$ cat config.mk
export PLATFORM = sky130hd
export DESIGN_NAME = reservation_station
export DESIGN_NICKNAME = d
export VERILOG_FILES = /design/src/rtl/reservation_station.sv
export SDC_FILE = /design/constraint.sdc
export NUM_CORES = 1
export LEC_CHECK = 0
export CAP_MARGIN = 0
export CORE_UTILIZATION = 50
export DETAILED_ROUTE_END_ITERATION = 7
export PLACE_DENSITY = 0.74
export SYNTH_ARGS = -nofsm -noshare
export SYNTH_HDL_FRONTEND = slang
export SYNTH_SLANG_ARGS = --single-unit
export TNS_END_PERCENT = 30
$ cat constraint.sdc
create_clock -name clock -period 3.16 [get_ports clock]
set_clock_uncertainty 0.15 [all_clocks]
set_input_delay 0.316 -clock clock [delete_from_list [all_inputs] [get_ports clock]]
set_output_delay 0.316 -clock clock [all_outputs]
set_load 0.01 [all_outputs]
$ cat src/rtl/reservation_station.sv
// Tomasulo reservation station feeding a single functional unit.
// Entries live in a collapsing queue (index 0 = oldest). Missing operands are
// captured from the CDB; the oldest fully-ready entry is dispatched when the
// FU is free, never on two consecutive cycles.
//
// Handshakes: an issue is taken on a posedge where issue_valid && issue_ready;
// issue_ready depends only on registered occupancy, so a dispatch in the same
// cycle never frees a slot for that cycle's issue. fu_instr_valid is a
// one-cycle pulse with no back-pressure; fu_available gates it.
module reservation_station #(
  parameter int DEPTH = 4,
  parameter int TAGW  = 3,
  parameter int DW    = 16
) (
  input  logic                         clock,
  input  logic                         reset,
  input  logic                         issue_valid,
  output logic                         issue_ready,
  input  logic [DW-1:0]                issue_instr,
  input  logic [TAGW-1:0]              issue_tag,
  input  logic [DW-1:0]                issue_vj,
  input  logic [TAGW-1:0]              issue_qj,
  input  logic                         issue_qj_wait,
  input  logic [DW-1:0]                issue_vk,
  input  logic [TAGW-1:0]              issue_qk,
  input  logic                         issue_qk_wait,
  input  logic                         cdb_valid,
  input  logic [TAGW-1:0]              cdb_tag,
  input  logic [DW-1:0]                cdb_data,
  input  logic                         fu_available,
  output logic                         fu_instr_valid,
  output logic [DW-1:0]                fu_instruction,
  output logic [TAGW-1:0]              fu_tag,
  output logic [DW-1:0]                fu_reg2,
  output logic [DW-1:0]                fu_reg1,
  output logic [$clog2(DEPTH+1)-1:0]   occupancy
);
  localparam int OCCW = $clog2(DEPTH + 1);
  localparam int IDXW = (DEPTH > 1) ? $clog2(DEPTH) : 1;

  // Entry storage
  logic [DEPTH-1:0]  busy_q, busy_d, wj_q, wj_d, wk_q, wk_d;
  logic [DW-1:0]     instr_q [DEPTH];
  logic [DW-1:0]     instr_d [DEPTH];
  logic [TAGW-1:0]   tag_q   [DEPTH];
  logic [TAGW-1:0]   tag_d   [DEPTH];
  logic [DW-1:0]     vj_q    [DEPTH];
  logic [DW-1:0]     vj_d    [DEPTH];
  logic [TAGW-1:0]   qj_q    [DEPTH];
  logic [TAGW-1:0]   qj_d    [DEPTH];
  logic [DW-1:0]     vk_q    [DEPTH];
  logic [DW-1:0]     vk_d    [DEPTH];
  logic [TAGW-1:0]   qk_q    [DEPTH];
  logic [TAGW-1:0]   qk_d    [DEPTH];
  logic [OCCW-1:0]   occupancy_q, occupancy_d;

  // Output registers
  logic              fu_instr_valid_q, fu_instr_valid_d;
  logic [DW-1:0]     fu_instruction_q, fu_instruction_d;
  logic [TAGW-1:0]   fu_tag_q, fu_tag_d;
  logic [DW-1:0]     fu_reg2_q, fu_reg2_d;
  logic [DW-1:0]     fu_reg1_q, fu_reg1_d;

  // Post-snoop view of every entry, with one extra empty slot at the top so
  // the shift-down can read index i+1 without a bounds special case.
  logic [DEPTH:0]    sn_busy, sn_wj, sn_wk;
  logic [DW-1:0]     sn_instr [DEPTH+1];
  logic [TAGW-1:0]   sn_tag   [DEPTH+1];
  logic [DW-1:0]     sn_vj    [DEPTH+1];
  logic [TAGW-1:0]   sn_qj    [DEPTH+1];
  logic [DW-1:0]     sn_vk    [DEPTH+1];
  logic [TAGW-1:0]   sn_qk    [DEPTH+1];

  logic [DEPTH-1:0]  rdy;
  logic              any_rdy, dispatch, issue_acc;
  logic [IDXW-1:0]   sel;
  logic [OCCW-1:0]   wr_idx;
  logic [IDXW:0]     src;
  logic              iss_j_hit, iss_k_hit;

  assign issue_ready    = (occupancy_q < OCCW'(DEPTH));
  assign issue_acc      = issue_valid && issue_ready;
  assign occupancy      = occupancy_q;
  assign fu_instr_valid = fu_instr_valid_q;
  assign fu_instruction = fu_instruction_q;
  assign fu_tag         = fu_tag_q;
  assign fu_reg2        = fu_reg2_q;
  assign fu_reg1        = fu_reg1_q;

  // CDB snoop applied to every busy entry; j and k match independently
  always_comb begin
    sn_busy = '0;
    sn_wj   = '0;
    sn_wk   = '0;
    for (int i = 0; i <= DEPTH; i++) begin
      sn_instr[i] = '0;
      sn_tag[i]   = '0;
      sn_vj[i]    = '0;
      sn_qj[i]    = '0;
      sn_vk[i]    = '0;
      sn_qk[i]    = '0;
    end
    for (int i = 0; i < DEPTH; i++) begin
      sn_busy[i]  = busy_q[i];
      sn_instr[i] = instr_q[i];
      sn_tag[i]   = tag_q[i];
      sn_vj[i]    = vj_q[i];
      sn_qj[i]    = qj_q[i];
      sn_wj[i]    = wj_q[i];
      sn_vk[i]    = vk_q[i];
      sn_qk[i]    = qk_q[i];
      sn_wk[i]    = wk_q[i];
      if (busy_q[i] && wj_q[i] && cdb_valid && (qj_q[i] == cdb_tag)) begin
        sn_vj[i] = cdb_data;
        sn_wj[i] = 1'b0;
      end
      if (busy_q[i] && wk_q[i] && cdb_valid && (qk_q[i] == cdb_tag)) begin
        sn_vk[i] = cdb_data;
        sn_wk[i] = 1'b0;
      end
    end
  end

  // Oldest-ready selection uses start-of-cycle state only (no CDB forwarding)
  always_comb begin
    rdy     = busy_q & ~wj_q & ~wk_q;
    any_rdy = |rdy;
    sel     = '0;
    for (int i = DEPTH - 1; i >= 0; i--) begin
      if (rdy[i]) sel = IDXW'(i);
    end
    dispatch = fu_available && !fu_instr_valid_q && any_rdy;
  end

  // Collapse the queue over the dispatched slot, then append the issued entry
  always_comb begin
    busy_d = '0;
    wj_d   = '0;
    wk_d   = '0;
    instr_d = instr_q;
    tag_d   = tag_q;
    vj_d    = vj_q;
    qj_d    = qj_q;
    vk_d    = vk_q;
    qk_d    = qk_q;
    src     = '0;
    for (int i = 0; i < DEPTH; i++) begin
      src = (dispatch && (i >= int'(sel))) ? (IDXW+1)'(i + 1) : (IDXW+1)'(i);
      busy_d[i]  = sn_busy[src];
      instr_d[i] = sn_instr[src];
      tag_d[i]   = sn_tag[src];
      vj_d[i]    = sn_vj[src];
      qj_d[i]    = sn_qj[src];
      wj_d[i]    = sn_wj[src];
      vk_d[i]    = sn_vk[src];
      qk_d[i]    = sn_qk[src];
      wk_d[i]    = sn_wk[src];
    end
    iss_j_hit = issue_qj_wait && cdb_valid && (issue_qj == cdb_tag);
    iss_k_hit = issue_qk_wait && cdb_valid && (issue_qk == cdb_tag);
    wr_idx    = occupancy_q - OCCW'(dispatch);
    for (int i = 0; i < DEPTH; i++) begin
      if (issue_acc && (OCCW'(i) == wr_idx)) begin
        busy_d[i]  = 1'b1;
        instr_d[i] = issue_instr;
        tag_d[i]   = issue_tag;
        vj_d[i]    = iss_j_hit ? cdb_data : issue_vj;
        qj_d[i]    = issue_qj;
        wj_d[i]    = issue_qj_wait && !iss_j_hit;
        vk_d[i]    = iss_k_hit ? cdb_data : issue_vk;
        qk_d[i]    = issue_qk;
        wk_d[i]    = issue_qk_wait && !iss_k_hit;
      end
    end
    occupancy_d = occupancy_q + OCCW'(issue_acc) - OCCW'(dispatch);
  end

  // Dispatch outputs: pulse valid, hold data until the next dispatch
  always_comb begin
    fu_instr_valid_d = dispatch;
    fu_instruction_d = fu_instruction_q;
    fu_tag_d         = fu_tag_q;
    fu_reg2_d        = fu_reg2_q;
    fu_reg1_d        = fu_reg1_q;
    if (dispatch) begin
      fu_instruction_d = instr_q[sel];
      fu_tag_d         = tag_q[sel];
      fu_reg2_d        = vj_q[sel];
      fu_reg1_d        = vk_q[sel];
    end
  end

  // State registers with synchronous reset
  always_ff @(posedge clock) begin
    if (reset) begin
      busy_q           <= '0;
      wj_q             <= '0;
      wk_q             <= '0;
      for (int i = 0; i < DEPTH; i++) begin
        instr_q[i] <= '0;
        tag_q[i]   <= '0;
        vj_q[i]    <= '0;
        qj_q[i]    <= '0;
        vk_q[i]    <= '0;
        qk_q[i]    <= '0;
      end
      occupancy_q      <= '0;
      fu_instr_valid_q <= 1'b0;
      fu_instruction_q <= '0;
      fu_tag_q         <= '0;
      fu_reg2_q        <= '0;
      fu_reg1_q        <= '0;
    end else begin
      busy_q           <= busy_d;
      wj_q             <= wj_d;
      wk_q             <= wk_d;
      instr_q          <= instr_d;
      tag_q            <= tag_d;
      vj_q             <= vj_d;
      qj_q             <= qj_d;
      vk_q             <= vk_d;
      qk_q             <= qk_d;
      occupancy_q      <= occupancy_d;
      fu_instr_valid_q <= fu_instr_valid_d;
      fu_instruction_q <= fu_instruction_d;
      fu_tag_q         <= fu_tag_d;
      fu_reg2_q        <= fu_reg2_d;
      fu_reg1_q        <= fu_reg1_d;
    end
  end
endmodule

==> flow_summary.ini <==
[status]
status = completed

[floorplanning]
io_pins = 139
die_w_um = 173
die_area_um2 = 30000
die_h_um = 173
num_rows = 62
core_um2 = 28800
start_util_pct = 50.9

[synth]
synthArstFlopShare_pct = 0
ys_seq_area_share_pct = 40.3
synth_area_leaders = dfxtp_1 (40%), mux2i_1 (14%), o22a_1 (4.8%)
syn_nets = 1686
synth-seq-cells = 295
syn-cell-area_um2 = 14700
synth_ff_type = dfxtp_1
syn_inst = 1598
yosysTopAreaCellShare_pct = 40.3
synth_cell_types = 57
synth_top_area_cell = dfxtp_1
postSynthAreaPerCell_um2 = 9.17
ys_warn_count = 0
synth-edff-count = 0

[clock_network]
insertion_delay_ns = 0.52
numCtsBuffers = 34
clock-sinks = 295
cts_resized = 0
cts_tree = done
cts_setup_buffers = 0
cts_hold_buf = 0
clockBufferDepth = 3
path_clk_slew_ns = 0.06
cts-htree-levels = 2
cts_root_buffer = clkbuf_16

[worst_setup_path]
critPathMaxStageDelay_ns = 0.48
crit_path_end_kind = flip-flop
crit_type = reg -> reg
critPathRequiredTime_ns = 3.44
cp_num_buf_inv = 2
path_delay_family = simple AND/OR/NAND/NOR gates
cp_slowest_cell = o41a_1
start_kind = flip-flop
path_cells = nor3b_2 -> o41a_1 -> ha_1 -> ha_1 -> nor2_1 -> buf_4 -> nand4_1 -> or2_2 -> buf_4 -> o22ai_1
critPathMaxFanout = 16
arrival_ns = 3.30

[cells_and_area]
fill_cells = 2385
utilization_pct = 61.7
syn_to_final_growth_pct = 21.1
drive_gt1_share_pct = 10.7
regArea_um2 = 5910
layout.nets = 1773
multiInputGateArea_um2 = 8070

[global_routing]
antenna_found_initial = 1
grt_pass1_vias = 13300
grt_usage_pct = 30.6
grt.overflow.total = 0
grt_start_max_net_pins = 71
grt_pass1_wl_um = 73100

[route]
totalWireLength_um = 46900
drtPass1Iterations = 5
wl_per_cell_um = 22.4
wl_met1_um = 19200
vias = 13300
post-route-drc-count = 0
top_layer_used = met4
drt-vias-per-instance = 6.36
ant_nets = 0
dr_wl_met3_um = 3720
dr_wl_met2_um = 22100
drtIter0Drc = 1412

[sta]
tightest_slew_ns = 0.935
finalCritPeriodShare_pct = 95.4
period_minus_slack_ns = 3.01
slew_viol_final = 0
rsz0062_at_grt = false
final_hold_viol_count = 0
slew_headroom_pct = 37.4
setup_viol = 0
fmax_ghz = 0.332

[run]
max_cap_violations = 0

[placed_design]
io_buffers = 138
globalplace.congestion = 0.837
dpl.hpwl_um = 28400

[power]
peakVddDrop_mv = 0.831
total_power_w = 0.0157
p_leak_nw = 6.49
power_density_nw_per_um2 = 886

[min_path]
hp-class = in -> reg
## state kept, by name, indices dropped and copies added, names as in the netlist
name,count
fu_tag,3
sn_tag,12
occupancy,3
wk_q,4
fu_reg2,16
vk_q,64
fu_instr_valid,1
busy_q,4
qj_q,12
qk_q,12
wj_q,4
fu_instruction,16
vj_q,64
instr_q,64
fu_reg1,16
## placed cells by master, fill, tap and decap left out, types with 16 or more instances in the layout
| master | instances |
|---|---|
| o22ai_1 | 83 |
| mux2_2 | 22 |
| clkbuf_16 | 34 |
| nand2_1 | 157 |
| clkdlybuf4s50_1 | 137 |
| a21oi_1 | 29 |
| buf_4 | 55 |
| and2_1 | 51 |
| xor2_1 | 30 |
| a22o_1 | 16 |
| a211oi_1 | 67 |
| o221ai_1 | 51 |
| nor2_1 | 118 |
| a311oi_1 | 27 |
| dfxtp_1 | 295 |
| mux2i_1 | 212 |
| buf_12 | 21 |
| o21ai_0 | 91 |
| o22a_1 | 80 |
## through the flow
step	std cells	area (µm²)	hold slack [ns]	setup slack (ns)	setup TNS [ns]
final	2091	17800	0.159	0.146	0
after floorplan	1598	14700	0.299	0.167	0
after detailed placement	2033	16700	0.292	-0.0876	-1.15
after global routing	2091	17800	0.164	0.0171	0
after global placement	2033	16700	0.285	0.0283	0
after CTS	2090	17700	0.139	0.0239	0
## power by group
group | internal (W) | switching, W
Clock | 0.00228 | 0.00159
Sequential | 0.00478 | 0.000700
Combinational | 0.00264 | 0.00374
## metal layers
layer	vias to the layer above	GRT usage [%]
met5	-	0
met3	150	5.04
li1	6072	-
met4	0	14.7
met1	6406	38.1
met2	678	51.5
## final timing paths
| check | startpoint | to | slack, ns | depth (start not counted) |
|---|---|---|---|---|
| max | busy_q[0] | vk_q[58] | 0.15 | 10 |
| min | reset | vk_q[13] | 0.16 | 2 |
| max reg2reg | busy_q[0] | vk_q[58] | 0.15 | 10 |
| min reg2reg | fu_instruction[14] | fu_instruction[14] | 0.30 | 2 |
## layout make-up
cell class	count	area share (%)
clock inverters	16	1.01
inverters	4	0.0846
multi-input cells	1137	45.4
clock buffers	41	5.05
repair buffers	213	12.4
flip-flops and latches	295	33.3
diodes	1	0.0141
well taps	384	2.71
## cell families (layout without fill, tap and decap cells)
| logic type | Yosys count | after routing | synth area share [%] |
|---|---|---|---|
| buffers and inverters | 166 | 274 | 5.52 |
| other | 0 | 1 | 0 |
| and+or+nand+nor | 387 | 387 | 12.1 |
| xor gates and xnor gates | 33 | 33 | 1.97 |
| adders and majority gates | 5 | 5 | 0.478 |
| muxes | 244 | 244 | 16.9 |
| AOI/OAI and AO/OA | 468 | 468 | 22.7 |
| DFF | 295 | 295 | 40.3 |
## worst register-to-register path, cell delays in order, from the launching register on
cell and delay, ns:
dfxtp_1 0.34, nor3b_2 0.18, o41a_1 0.48, ha_1 0.23, ha_1 0.20, nor2_1 0.16, buf_4 0.14, nand4_1 0.23
or2_2 0.37, buf_4 0.22, o22ai_1 0.22
## cells in the mapped netlist (3+ instances only)
cell      number
a21oi_1       30
a22o_1        16
o221ai_1      51
mux2i_1      212
o22a_1        80
mux2_2        22
mux2_1        10
ha_1           4
xor2_1        30
nand3b_1       3
and2_1        51
inv_1          4
buf_6          9
a211oi_1      67
buf_1          6
a32oi_1        3
buf_4         16
nor2b_1        5
nor2_1       121
nand2b_1       8
o22ai_1       83
nand3_1       11
clkbuf_1      92
nor4_1         4
dfxtp_1      295
o21ai_1       10
xnor2_1        3
or2_2          3
a311oi_1      27
nand2_1      160
or3b_2         3
o21ai_0       91
buf_2         36
or4_1          4
Power figures use the tool's default switching activity.
